[src/rtl/ex_stage.sv]
// rtl/ex_stage.sv - LoongArch execute stage: ALU, data-SRAM request handshake, EX/MEM register
//
// Purpose:
//   Registers the decoded instruction from ID, computes the ALU result and, for
//   loads/stores, drives the data-SRAM request under a req/addr_ok handshake.
//   Forwards the register-file bus, load type, exception bus and a
//   "request accepted" flag to MEM.
//
// Ports:
//   clk, reset                      clock, asynchronous active-high reset
//   ID_EX_valid / EX_allowin        ID->EX handshake
//   ID_pc, ID_alu_op, ID_alu_src1,
//   ID_alu_src2, ID_rkd_value,
//   ID_st_op, ID_mem_ld_inst,
//   ID_ctrl, ID_except_bus          decoded instruction fields
//   MEM_allowin / EX_MEM_valid      EX->MEM handshake
//   MEM_EXC_signal, WB_EXC_signal   exception pending in MEM / flush from WB
//   EX_pc, EX_rf_bus,
//   EX_mem_ld_inst, EX_req,
//   EX_except_bus                   fields forwarded to MEM
//   data_sram_*                     data-SRAM request channel
//
// Configuration:
//   EX_ALE_CHECK_EN  when defined, misaligned half-word/word accesses raise the
//                    ALE bit (85) of the exception bus and are not issued.

module ex_stage (
    input  logic        clk,
    input  logic        reset,

    input  logic        ID_EX_valid,
    output logic        EX_allowin,
    input  logic [31:0] ID_pc,
    input  logic [11:0] ID_alu_op,
    input  logic [31:0] ID_alu_src1,
    input  logic [31:0] ID_alu_src2,
    input  logic [31:0] ID_rkd_value,
    input  logic [2:0]  ID_st_op,
    input  logic [4:0]  ID_mem_ld_inst,
    input  logic [7:0]  ID_ctrl,
    input  logic [85:0] ID_except_bus,

    input  logic        MEM_allowin,
    input  logic        MEM_EXC_signal,
    input  logic        WB_EXC_signal,

    output logic        EX_MEM_valid,
    output logic [31:0] EX_pc,
    output logic [39:0] EX_rf_bus,
    output logic [4:0]  EX_mem_ld_inst,
    output logic        EX_req,
    output logic [85:0] EX_except_bus,

    output logic        data_sram_req,
    output logic        data_sram_wr,
    output logic [1:0]  data_sram_size,
    output logic [3:0]  data_sram_wstrb,
    output logic [31:0] data_sram_addr,
    output logic [31:0] data_sram_wdata,
    input  logic        data_sram_addr_ok
);

    typedef enum logic [1:0] {
        S_IDLE = 2'd0,
        S_REQ  = 2'd1,
        S_DONE = 2'd2
    } req_state_e;

    req_state_e  state_q;

    logic        ex_valid_q;
    logic        ex_valid_d;
    logic [31:0] pc_q;
    logic [11:0] alu_op_q;
    logic [31:0] src1_q;
    logic [31:0] src2_q;
    logic [31:0] rkd_q;
    logic [2:0]  st_op_q;
    logic [4:0]  ld_q;
    logic [7:0]  ctrl_q;
    logic [85:0] except_q;

    logic        id_load;
    logic        ex_ready_go;
    logic        stage_out;
    logic        req_pending;
    logic        mem_op;
    logic        cancel;
    logic        ale;

    // ------------------------------------------------------------------
    // ALU
    // ------------------------------------------------------------------
    logic [31:0] add_res;
    logic [31:0] sub_res;
    logic        slt_res;
    logic        sltu_res;
    logic [31:0] sll_res;
    logic [31:0] srl_res;
    logic [31:0] sra_res;
    logic [31:0] alu_result;

    assign add_res  = src1_q + src2_q;
    assign sub_res  = src1_q - src2_q;
    assign slt_res  = $signed(src1_q) < $signed(src2_q);
    assign sltu_res = src1_q < src2_q;
    assign sll_res  = src1_q << src2_q[4:0];
    assign srl_res  = src1_q >> src2_q[4:0];
    assign sra_res  = $signed(src1_q) >>> src2_q[4:0];

    // alu_op is one-hot {add,sub,slt,sltu,and,nor,or,xor,sll,srl,sra,lui}
    assign alu_result = ({32{alu_op_q[11]}} & add_res)
                      | ({32{alu_op_q[10]}} & sub_res)
                      | ({32{alu_op_q[9]}}  & {31'd0, slt_res})
                      | ({32{alu_op_q[8]}}  & {31'd0, sltu_res})
                      | ({32{alu_op_q[7]}}  & (src1_q & src2_q))
                      | ({32{alu_op_q[6]}}  & ~(src1_q | src2_q))
                      | ({32{alu_op_q[5]}}  & (src1_q | src2_q))
                      | ({32{alu_op_q[4]}}  & (src1_q ^ src2_q))
                      | ({32{alu_op_q[3]}}  & sll_res)
                      | ({32{alu_op_q[2]}}  & srl_res)
                      | ({32{alu_op_q[1]}}  & sra_res)
                      | ({32{alu_op_q[0]}}  & src2_q);

    // ------------------------------------------------------------------
    // Memory access decode
    // ------------------------------------------------------------------
    logic st_w, st_h, st_b;
    logic ld_w, ld_b, ld_h, ld_bu, ld_hu;
    logic half_op;
    logic word_op;

    assign {st_w, st_h, st_b}              = st_op_q;
    assign {ld_w, ld_b, ld_h, ld_bu, ld_hu} = ld_q;

    assign mem_op  = (|ld_q) | (|st_op_q);
    assign half_op = ld_h | ld_hu | st_h;
    assign word_op = ld_w | st_w;

    assign data_sram_addr = alu_result;
    assign data_sram_wr   = |st_op_q;
    assign data_sram_size = word_op ? 2'd2 : (half_op ? 2'd1 : 2'd0);

    // Strobes shift with the low address bits; a misaligned half-word at
    // offset 3 (only issued when ALE checking is off) truncates to 4'b1000.
    assign data_sram_wstrb = st_b ? (4'b0001 << data_sram_addr[1:0]) :
                             st_h ? (4'b0011 << data_sram_addr[1:0]) :
                             st_w ? 4'hf : 4'h0;

    assign data_sram_wdata = st_b ? {4{rkd_q[7:0]}}  :
                             st_h ? {2{rkd_q[15:0]}} : rkd_q;

`ifdef EX_ALE_CHECK_EN
    assign ale = ex_valid_q & ((half_op & data_sram_addr[0]) |
                               (word_op & (|data_sram_addr[1:0])));
`else
    assign ale = 1'b0;
`endif

    assign EX_except_bus = {except_q[85] | ale, except_q[84:0]};

    // Any pending exception (own, ALE, downstream or flush) kills the access.
    assign cancel = MEM_EXC_signal | WB_EXC_signal | (|EX_except_bus);

    // A request already on the bus cannot be withdrawn; REQ keeps it asserted
    // regardless of cancel until addr_ok.
    assign data_sram_req = ((state_q == S_IDLE) & ex_valid_q & mem_op & ~cancel)
                         | (state_q == S_REQ);

    // ------------------------------------------------------------------
    // Stage flow
    // ------------------------------------------------------------------
    assign ex_ready_go = ~mem_op | cancel | (state_q == S_DONE)
                       | (data_sram_req & data_sram_addr_ok);

    // While an unacknowledged request is outstanding the pipeline register
    // must not be overwritten, otherwise addr/wdata/wstrb would change under
    // a live request (this only bites when cancel releases ready_go).
    assign req_pending = (state_q == S_REQ) & ~data_sram_addr_ok;

    assign EX_allowin   = (~ex_valid_q | (ex_ready_go & MEM_allowin)) & ~req_pending;
    assign EX_MEM_valid = ex_valid_q & ex_ready_go;

    // The current instruction is finished with EX: it moves on, is flushed,
    // or the stage is already empty (flushed while a request was in flight).
    assign stage_out = ~ex_valid_q | (ex_ready_go & MEM_allowin) | WB_EXC_signal;

    assign EX_req = ex_valid_q & mem_op & ~cancel
                  & ((state_q == S_DONE) | (data_sram_req & data_sram_addr_ok));

    assign EX_pc          = pc_q;
    assign EX_mem_ld_inst = ld_q;
    assign EX_rf_bus      = {ctrl_q[7] & ex_valid_q, ctrl_q[6],
                             ctrl_q[5] & ex_valid_q, ctrl_q[4:0], alu_result};

    // ------------------------------------------------------------------
    // Pipeline register
    // ------------------------------------------------------------------
    assign id_load = ID_EX_valid & EX_allowin;

    always_comb begin
        ex_valid_d = ex_valid_q;
        if (WB_EXC_signal) begin
            ex_valid_d = 1'b0;
        end else if (EX_allowin) begin
            ex_valid_d = ID_EX_valid;
        end
    end

    always_ff @(posedge clk or posedge reset) begin
        if (reset) begin
            ex_valid_q <= 1'b0;
            pc_q       <= 32'd0;
            alu_op_q   <= 12'd0;
            src1_q     <= 32'd0;
            src2_q     <= 32'd0;
            rkd_q      <= 32'd0;
            st_op_q    <= 3'd0;
            ld_q       <= 5'd0;
            ctrl_q     <= 8'd0;
            except_q   <= 86'd0;
        end else begin
            ex_valid_q <= ex_valid_d;
            if (id_load) begin
                pc_q     <= ID_pc;
                alu_op_q <= ID_alu_op;
                src1_q   <= ID_alu_src1;
                src2_q   <= ID_alu_src2;
                rkd_q    <= ID_rkd_value;
                st_op_q  <= ID_st_op;
                ld_q     <= ID_mem_ld_inst;
                ctrl_q   <= ID_ctrl;
                except_q <= ID_except_bus;
            end
        end
    end

    // ------------------------------------------------------------------
    // Request FSM
    // ------------------------------------------------------------------
    // IDLE with a zero-wait handshake skips REQ; if the instruction cannot
    // leave yet it parks in DONE so no second request is issued.
    always_ff @(posedge clk or posedge reset) begin
        if (reset) begin
            state_q <= S_IDLE;
        end else begin
            case (state_q)
                S_IDLE: begin
                    if (data_sram_req) begin
                        if (!data_sram_addr_ok) begin
                            state_q <= S_REQ;
                        end else if (!stage_out) begin
                            state_q <= S_DONE;
                        end
                    end
                end
                S_REQ: begin
                    if (data_sram_addr_ok) begin
                        state_q <= stage_out ? S_IDLE : S_DONE;
                    end
                end
                S_DONE: begin
                    if (stage_out) begin
                        state_q <= S_IDLE;
                    end
                end
                default: state_q <= S_IDLE;
            endcase
        end
    end

endmodule

[config.mk]
export PLATFORM = sky130hd
export DESIGN_NAME = ex_stage
export DESIGN_NICKNAME = d
export VERILOG_FILES = /design/src/rtl/ex_stage.sv
export SDC_FILE = /design/constraint.sdc
export NUM_CORES = 1
export LEC_CHECK = 0
export BUFFER_PORTS_ARGS = -buffer_cell sky130_fd_sc_hd__buf_2
export CAP_MARGIN = 20
export CORE_MARGIN = 2
export CORE_UTILIZATION = 40
export CTS_CLUSTER_SIZE = 25
export DETAILED_ROUTE_END_ITERATION = 16
export PLACE_DENSITY = 0.63
export REMOVE_ABC_BUFFERS = 1
export SYNTH_ARGS = -nofsm -noshare
export SYNTH_HDL_FRONTEND = slang
export SYNTH_SLANG_ARGS = --single-unit
[constraint.sdc]
create_clock -name clk -period 13.6 [get_ports clk]
set_clock_uncertainty 0.15 [all_clocks]
set_input_delay 0.68 -clock clk [delete_from_list [all_inputs] [get_ports clk]]
set_output_delay 0.68 -clock clk [all_outputs]
set_load 0.02 [all_outputs]
==> metrics <==
first-pass GRT wire length=117 mm; crit path max fanout=31; P_leak=10.9 nW; WHS=0.0426 ns; Mapped Cells=1,969; Worst Hold Class=input port to async pin; vias in the first global route=17,700; Nets=2,676; synth cell count leaders=dfrtp_1, mux2_4, nor2_1, a21oi_1, inv_1; area share of the largest cell type after synthesis=0.310; Fillers=4,618; largest net degree at the start of global routing=141; Final Slew Violations=0; critical path depth=16; Die ar.=0.0513 mm²; final hold violations=0; setup TNS=0 ns; power per cell area=143 mW/mm²; Max Fclk=164 MHz; Seq/Total Area, Yosys=0.310; per-cell routed wire length=26.6 µm; Worst Path Arrival=5.29 ns; GPL Wtd Cong=1.05; CP Capture Type=output port; Critical Path Start Type=flip-flop; Via density=5.95; Distinct cells, synth=85; post-synthesis simple-gate area fraction=0.0997; starting density of the core=0.405; CTS sink cnt=245; cell taking the most area after synthesis=dfrtp_1; layout cells sized above 1=0.378; Yosys warnings=0; Yosys reg bits=245; clock tree buffer depth=3; DP HPWL=61.4 mm; Crit path largest cell delay=0.76 ns; drt initial violations=1,879; Adder-Cell Fraction of Synth Area=0.0646; setup ws final=7.48 ns; Compound-Gate Fraction of Synth Area=0.166; Mapped Avg Cell Area=10.1 µm²; Worst EP required=12.77 ns; placed cells=2,958; Setup-failing EPs final=0; count of input and output buffers=486; Crit Path Class=flip-flop to output port; routed vias=18,000; XOR/XNOR Fraction of Synth Area=0.0164; FP Rows=81; part of the cycle the worst path needs=0.450; # IOs=487; Critical Path Slowest Stage Cell=dfrtp_2; Tot GR Track Use=0.305; Place WS=8.23 ns; Non-Filler Instances=3,021; Peak VDD IR=0.111 mV; Die Y=227 µm; worst rel slew slack=0.174; critical-path cell list=inv_2, fa_1, nand2b_1, a21oi_1, o21bai_1, a211o_1, nand3_1, o21ai_1, o31a_1, o21a_1, inv_2, ha_1, inv_1, a21oi_1, o21ai_0, buf_2; Buf/Inv on CP=4; Syn Std Cell Area=0.0198 mm²; CTS root buf=clkbuf_16; CTS resizes=0; Initial DRT Pass Iterations=7; Post-DRT Antenna Nets=0; Core Region=0.0490 mm²; worst-margin pin slew=1.22 ns; cts hold-fix bufs=0; count leader, synth=dfrtp_1; Synth area leaders=dfrtp_1, mux2_4, ha_1; RSZ-0062 raised after global routing=false; status=finished, final reports clean; async set-reset flop share out of synthesis=1.00; TritonCTS clock tree=built; drt drc=0; CTS buffer count=29; largest family of logic cells by synthesized area=multiplexers; H-tree depth=1; minimum clock period=6.12 ns; Clock Pin Slew Worst Setup and Hold Paths=0.07 ns; Layout Area Growth over Synthesis=17.4%; final wirelength=80.4 mm; number of setup buffers added after CTS=0; Die Wd=227 µm; initial antenna violation count=25; CP delay by family, top=compound AO/OA/AOI/OAI gates; number of enable flip-flop cells after synthesis=0; Max-cap violations=0; reg2reg path depth=8; gr ovfl total=0; top_reg_cell synth=dfrtp_1; post-synthesis mux area share=0.266; Worst-Skew Late Latency=0.62 ns
-- sequential cells by signal (all words and copies together), names as in the netlist --
register and count:
rkd_q 32, st_op_q 3, src1_q 32, ctrl_q 8
state_q 2, alu_op_q 12, EX_mem_ld_inst 5, src2_q 32
ex_valid_q 1, EX_pc 32, EX_except_bus 86
-- routing by layer --
metal / GRT usage / up-vias / wire length (µm)
li1: - / 7944 / -
met1: 0.373 / 8840 / 30700
met2: 0.511 / 954 / 38700
met3: 0.0657 / 221 / 6680
met4: 0.142 / 14 / 4190
met5: 0 / - / 91
-- kinds of logic after synthesis --
| group | count (synthesis) |
|---|---|
| buffers and inverters | 303 |
| flip-flops | 245 |
| multiplexers | 383 |
| AO/OA/AOI/OAI | 482 |
| adder cells (fa/ha/maj) | 101 |
| XOR/XNOR | 37 |
| AND/OR/NAND/NOR | 418 |
-- where the power goes --
| group | leakage [nW] | switching (mW) | total [mW] | internal (mW) |
|---|---|---|---|---|
| sequential | 2.87 | 0.137 | 0.955 | 0.818 |
| clock | 0.509 | 0.351 | 0.848 | 0.497 |
| combinational | 7.53 | 0.934 | 1.52 | 0.582 |
-- path summary, 6_finish.rpt --
path,end,slack (ns),start
worst min-delay path,EX_pc[21]$_DFFE_PP0P_,0.04,reset
worst max register to register,alu_op_q[2]$_DFFE_PP0P_,9.14,st_op_q[1]$_DFFE_PP0P_
max in group asynchronous,EX_except_bus[10]$_DFFE_PP0P_,11.80,reset
min in group clk,state_q[1]$_DFFE_PP0P_,0.13,MEM_allowin
worst min register to register,EX_pc[22]$_DFFE_PP0P_,0.36,EX_pc[22]$_DFFE_PP0P_
worst max-delay path,data_sram_wstrb[2],7.48,src2_q[1]$_DFFE_PP0P_
-- per-stage QoR --
stage                     instance area [µm²]  utilization  total power, mW
after global routing                    23300        0.475             3.47
after CTS                               23200        0.474             3.30
final                                   23300        0.475             3.32
after detailed placement                22200        0.453             2.44
after floorplan                         18700            -             1.95
after global placement                  22200        0.453             2.44
-- final cells by class --
class,count,area (µm²),share of cell area
inverter,118,450,0.0194
clock inverter,19,238,0.0102
antenna,9,22.5,0.000968
sequential,245,6140,0.264
multi-input combinational,1421,12100,0.522
timing repair buffer,511,2650,0.114
clock buffer,34,795,0.0342
tap,664,831,0.0357
-- placed cells by master (no fill, tap or decap), drive strengths merged, types with 34 or more instances in the layout --
cell,n
buf,511
clkbuf,34
nand2,99
inv,119
ha,99
mux2,261
dfrtp,245
mux2i,89
o21ai,90
a21oi,131
nor2,146
Note: power is estimated with default switching activity, not from simulation.
